<file path="src/rtl/timer_unit_ctrl.sv">
// timer_unit_ctrl: control sequencer for one timer channel.
// Holds the channel configuration register. Arms, runs and stops the
// prescaler and main counters. Turns main-counter compare hits into a
// registered event pulse and an optional interrupt pulse.

module timer_unit_ctrl #(
    parameter int PRESC_W = 8
) (
    input  logic        clk_i,
    input  logic        rst_i,
    input  logic        cfg_we_i,
    input  logic [31:0] cfg_wdata_i,
    output logic [31:0] cfg_o,
    input  logic        start_i,
    input  logic        stop_i,
    output logic        presc_reset_o,
    output logic        presc_enable_o,
    output logic [31:0] presc_compare_o,
    input  logic        presc_tick_i,
    output logic        cnt_reset_o,
    output logic        cnt_enable_o,
    input  logic        cnt_target_i,
    output logic        event_o,
    output logic        irq_o,
    output logic        busy_o
);

    localparam logic [1:0] ST_IDLE = 2'd0;
    localparam logic [1:0] ST_ARM  = 2'd1;
    localparam logic [1:0] ST_RUN  = 2'd2;

    logic [1:0]         state_q, state_d;

    logic               en_q, en_d;
    logic               irqen_q, irqen_d;
    logic               oneshot_q, oneshot_d;
    logic               cmp_clr_q, cmp_clr_d;
    logic               presc_en_q, presc_en_d;
    logic               done_q, done_d;
    logic [PRESC_W-1:0] presc_val_q, presc_val_d;

    logic               rst_pulse_q;
    logic               event_q;
    logic               irq_q;

    logic               cfg_wr_en;
    logic               cfg_wr_dis;
    logic               stop_req;
    logic               arm_req;
    logic               target_hit;
    logic               unused_wdata;

    assign cfg_wr_en  = cfg_we_i & cfg_wdata_i[0];
    assign cfg_wr_dis = cfg_we_i & ~cfg_wdata_i[0];
    assign stop_req   = stop_i | cfg_wr_dis;
    assign arm_req    = (cfg_wr_en | start_i) & ~stop_i;
    assign target_hit = (state_q == ST_RUN) & cnt_target_i;

    assign unused_wdata = ^{cfg_wdata_i[31:8+PRESC_W], cfg_wdata_i[7], cfg_wdata_i[3]};

    // Next-state logic: a stop request outranks a compare hit, which outranks a start.
    always_comb begin
        state_d = state_q;
        case (state_q)
            ST_IDLE: begin
                if (arm_req) begin
                    state_d = ST_ARM;
                end
            end
            ST_ARM: begin
                if (stop_req) begin
                    state_d = ST_IDLE;
                end else begin
                    state_d = ST_RUN;
                end
            end
            ST_RUN: begin
                if (stop_req || (cnt_target_i && oneshot_q)) begin
                    state_d = ST_IDLE;
                end
            end
            default: state_d = ST_IDLE;
        endcase
    end

    // Next config value: the written fields first, then start/stop/one-shot overrides on EN and DONE.
    always_comb begin
        en_d        = en_q;
        irqen_d     = irqen_q;
        oneshot_d   = oneshot_q;
        cmp_clr_d   = cmp_clr_q;
        presc_en_d  = presc_en_q;
        presc_val_d = presc_val_q;
        done_d      = done_q;

        if (cfg_we_i) begin
            en_d        = cfg_wdata_i[0];
            irqen_d     = cfg_wdata_i[2];
            oneshot_d   = cfg_wdata_i[4];
            cmp_clr_d   = cfg_wdata_i[5];
            presc_en_d  = cfg_wdata_i[6];
            presc_val_d = cfg_wdata_i[8 +: PRESC_W];
        end

        if (start_i && (state_q == ST_IDLE)) begin
            en_d = 1'b1;
        end

        // A stop leaves the channel disabled so EN reads back as not running.
        if (stop_i) begin
            en_d = 1'b0;
        end

        if (target_hit && oneshot_q) begin
            en_d   = 1'b0;
            done_d = 1'b1;
        end

        if ((state_q == ST_IDLE) && (state_d == ST_ARM)) begin
            done_d = 1'b0;
        end
    end

    // State and configuration registers.
    always_ff @(posedge clk_i or posedge rst_i) begin
        if (rst_i) begin
            state_q     <= ST_IDLE;
            en_q        <= 1'b0;
            irqen_q     <= 1'b0;
            oneshot_q   <= 1'b0;
            cmp_clr_q   <= 1'b0;
            presc_en_q  <= 1'b0;
            presc_val_q <= '0;
            done_q      <= 1'b0;
        end else begin
            state_q     <= state_d;
            en_q        <= en_d;
            irqen_q     <= irqen_d;
            oneshot_q   <= oneshot_d;
            cmp_clr_q   <= cmp_clr_d;
            presc_en_q  <= presc_en_d;
            presc_val_q <= presc_val_d;
            done_q      <= done_d;
        end
    end

    // Self-clearing RST request plus the registered event and interrupt pulses.
    always_ff @(posedge clk_i or posedge rst_i) begin
        if (rst_i) begin
            rst_pulse_q <= 1'b0;
            event_q     <= 1'b0;
            irq_q       <= 1'b0;
        end else begin
            rst_pulse_q <= cfg_we_i & cfg_wdata_i[1];
            event_q     <= target_hit;
            irq_q       <= target_hit & irqen_q;
        end
    end

    // Counter controls follow the state; a pending RST request forces both resets in any state.
    always_comb begin
        presc_reset_o  = 1'b0;
        presc_enable_o = 1'b0;
        cnt_reset_o    = 1'b0;
        cnt_enable_o   = 1'b0;
        case (state_q)
            ST_ARM: begin
                presc_reset_o = 1'b1;
                cnt_reset_o   = 1'b1;
            end
            ST_RUN: begin
                presc_enable_o = presc_en_q;
                cnt_enable_o   = presc_en_q ? presc_tick_i : 1'b1;
                cnt_reset_o    = cnt_target_i & cmp_clr_q;
            end
            default: begin
                presc_enable_o = 1'b0;
            end
        endcase
        presc_reset_o = presc_reset_o | rst_pulse_q;
        cnt_reset_o   = cnt_reset_o | rst_pulse_q;
    end

    // Config readback: RST always reads 0, DONE sits in the top bit.
    always_comb begin
        cfg_o                = '0;
        cfg_o[0]             = en_q;
        cfg_o[2]             = irqen_q;
        cfg_o[4]             = oneshot_q;
        cfg_o[5]             = cmp_clr_q;
        cfg_o[6]             = presc_en_q;
        cfg_o[8 +: PRESC_W]  = presc_val_q;
        cfg_o[31]            = done_q;
    end

    assign presc_compare_o = {{(32-PRESC_W){1'b0}}, presc_val_q};
    assign event_o         = event_q;
    assign irq_o           = irq_q;
    assign busy_o          = (state_q != ST_IDLE);

endmodule

</file>
<file path="config.mk">
export PLATFORM = sky130hd
export DESIGN_NAME = timer_unit_ctrl
export DESIGN_NICKNAME = d
export VERILOG_FILES = /design/src/rtl/timer_unit_ctrl.sv
export SDC_FILE = /design/constraint.sdc
export NUM_CORES = 1
export LEC_CHECK = 0
export CAP_MARGIN = 20
export CORE_MARGIN = 4
export CORE_UTILIZATION = 35
export CTS_BUF_LIST = sky130_fd_sc_hd__clkbuf_8
export CTS_CLUSTER_DIAMETER = 50
export DETAILED_ROUTE_END_ITERATION = 10
export GPL_ROUTABILITY_DRIVEN = 0
export HOLD_SLACK_MARGIN = 0.1
export PLACE_DENSITY = 0.87
export SYNTH_ARGS = -nofsm -noshare
export SYNTH_HDL_FRONTEND = slang
export SYNTH_SLANG_ARGS = --single-unit
</file>
<file path="constraint.sdc">
create_clock -name clk_i -period 4.29 [get_ports clk_i]
set_input_delay 0.858 -clock clk_i [delete_from_list [all_inputs] [get_ports clk_i]]
set_output_delay 0.858 -clock clk_i [all_outputs]
set_load 0.1 [all_outputs]
</file>
==> run_results.csv <==
group,metric,value,unit
run_status,outcome,"completed",
sta,finalCritPeriodShare,73.9,%
global_route,antenna_found_initial,0,
sta,worst-slew-pin-transition,0.987,ns
final_layout,num-fill-cells,350,
yosys,netlist_instances,124,
clock_network,clock-sinks,19,
yosys,synth.ff_latch_count,19,
pwr,power_density,686,mW/mm²
final_layout,multi_input_area,518,µm²
sta,min_period,3.17,ns
global_route,grt_max_degree,20,
clock_network,cts_tree,"built",
place,pre_cts_slack,1.37,ns
sta,clock_skew,0.00254,ns
worst_setup_path,reg2regPathDepth,6,
sta,slew_viol_final,0,
worst_setup_path,cp.arrival,2.31,ns
worst_setup_path,critPathRequiredTime,3.43,ns
clock_network,clk_path_buf_depth,2,
final_layout,area_growth,24.0,%
worst_setup_path,end_kind,"output port",
sta,rsz0062_at_grt,"false",
clock_network,cts-root-buf,"clkbuf_8",
global_route,met3_usage,3.24,%
route,drt-wirelength-per-cell,11.7,µm
global_route,use_met2,18.6,%
global_route,grt-ovfl-total,0,
sta,whs,0.525,ns
worst_hold_path,hold_depth,1,
clock_network,clock_latency,0.25,ns
route,drt_wl_total,2400,µm
floorplanning,rows,21,
clock_network,cts-buffers-inserted,3,
clock_network,clkTransAtPathRegs,0.07,ns
worst_setup_path,critPathMaxFanout,6,
final_layout,final_util,46.5,%
sta,timing.final.ws_setup,1.12,ns
worst_setup_path,crit_path_start_kind,"register",
floorplanning,dieArea,0.00473,mm²
floorplanning,design.core.area,0.00344,mm²
clock_network,cts_hold_buf,0,
place,dp_hpwl,1990,µm
yosys,syn_area,0.00129,mm²
sta,timing.fmax,0.316,GHz
route,vias,814,
clock_network,cts_resized,0,
sta,finalHoldViolations,0,
floorplanning,dieHeight,68.7,µm
yosys,syn_avg_cell_area,10.4,µm²
place,io_buffers,49,
final_layout,final_common_cell,"clkdlybuf4s50_1",
global_route,grt_pass1_vias,743,
pwr,irDropWorstVdd,0.276,mV
final_layout,final_cell_mix,"clkdlybuf4s50_1 (47), conb_1 (42), dfrtp_1 (19), mux2_2 (12), inv_1 (5)",
clock_network,h-tree-depth,1,
route,vias_per_cell,3.95,
sta,setup_viol,0,
global_route,grt.met1_usage,9.65,%
global_route,grt_busiest_layer,"met2",
route,postRouteAntennaNets,0,
global_route,grtUsageTotal,9.76,%
global_route,grt_pass1_wl,3430,µm
route,drc,0,
sta,fin_setup_tns,0,ns
final_layout,fin_nets,204,
floorplanning,ios,110,
sta,relSlewSlack,34.0,%
final_layout,regArea,475,µm²
route,drt_iter0_drc,19,
yosys,yosysSeqAreaShare,36.8,%
route,drtPass1Iterations,4,
floorplanning,die_w,68.7,µm
yosys,yosys_warnings,0,
pwr,p_leak,0.764,nW
worst_hold_path,min_path_type,"register to register",
job,drv_cap,0,
worst_setup_path,critPathKind,"register to output port",
clock_network,cts_setup_buffers,0,
final_layout,diodes,0,
floorplanning,start_util,37.5,%
final_layout,layout-drive-gt1-share,13.1,%
yosys,synth.distinct_cells,26,
-- cell families after synthesis --
group                    after synthesis  share of synthesized area (%)
buffers and inverters                 63                           35.0
multiplexers                          12                           10.5
AO/OA/AOI/OAI                         11                           6.69
other                                  1                          0.290
flip-flops                            19                           36.8
adder cells (fa/ha/maj)                4                           3.88
AND/OR/NAND/NOR                       14                           6.88
-- synthesized netlist by cell type --
| master | instances | share of area (%) |
|---|---|---|
| a21oi_1 | 1 | 0.39 |
| and2_1 | 3 | 1.5 |
| a31oi_1 | 1 | 0.48 |
| nor3_1 | 1 | 0.39 |
| inv_1 | 5 | 1.5 |
| buf_2 | 1 | 0.39 |
| o21ai_0 | 1 | 0.39 |
| o211ai_2 | 1 | 0.97 |
| nand2_1 | 1 | 0.29 |
| a21o_1 | 2 | 1.2 |
| ha_1 | 4 | 3.9 |
| or2_2 | 1 | 0.48 |
| nand4b_1 | 2 | 1.4 |
| dfrtp_1 | 19 | 37 |
| nor2b_1 | 1 | 0.48 |
| o32a_1 | 1 | 0.78 |
| mux2_2 | 12 | 10 |
| a21oi_2 | 1 | 0.68 |
| and3_1 | 2 | 0.97 |
| a221oi_1 | 1 | 0.68 |
| nand3_1 | 1 | 0.39 |
| buf_4 | 57 | 33 |
| nand2b_1 | 1 | 0.48 |
| a21boi_0 | 2 | 1.2 |
| nand3b_1 | 1 | 0.58 |
| conb_1 | 1 | 0.29 |
-- area by class of cell --
type / count / share of cell area, %
multi-input cells: 83 / 32.3
repair buffers: 49 / 30.3
flip-flops and latches: 19 / 29.7
well taps: 46 / 3.59
clock buffers: 3 / 2.58
inverters: 5 / 1.17
clock inverters: 1 / 0.312
-- registers in the layout, summed over array words and instances (netlist names) --
| register | count |
|---|---|
| cmp_clr_q | 1 |
| done_q | 1 |
| en_q | 1 |
| event_o | 1 |
| irq_o | 1 |
| irqen_q | 1 |
| oneshot_q | 1 |
| presc_en_q | 1 |
| presc_val_q | 8 |
| rst_pulse_q | 1 |
| state_q | 2 |
-- where the power goes --
group | internal, W | switching, W
logic | 0.000144 | 0.000598
registers | 0.000209 | 0.0000239
clock network | 0.0000645 | 0.0000585
-- critical path, stage by stage, from the launching register on --
cell and delay [ns]:
dfrtp_1 0.41, inv_1 0.12, ha_1 0.24, and2_1 0.15, clkdlybuf4s50_1 1.13
-- through the flow --
stage,instance area [µm²],std cells,power [W]
6_report,1600,206,0.00110
3_5_place_dp,1560,202,0.000982
3_3_place_gp,1560,202,0.000974
2_1_floorplan,1450,165,0.000899
4_1_cts,1600,206,0.00111
5_1_grt,1600,206,0.00114
-- per-layer routing --
layer | vias to the layer above | wire (µm) | share of wire [%]
met5 | - | 0 | 0
met4 | 0 | 28 | 1.2
met3 | 2 | 306 | 13
met2 | 54 | 1280 | 53
met1 | 376 | 788 | 33
li1 | 382 | - | -
-- path summary, 6_finish.rpt --
kind / slack [ns] / endpoint / start
max: 1.12 / presc_enable_o / state_q[0]
min: 0.53 / done_q / done_q
max reg2reg: 2.70 / done_q / state_q[0]
min reg2reg: 0.53 / done_q / done_q
max in group asynchronous: 2.79 / state_q[0] / rst_i
min in group asynchronous: 1.03 / presc_val_q[6] / rst_i
No activity file was read; power rests on OpenSTA's default activity.
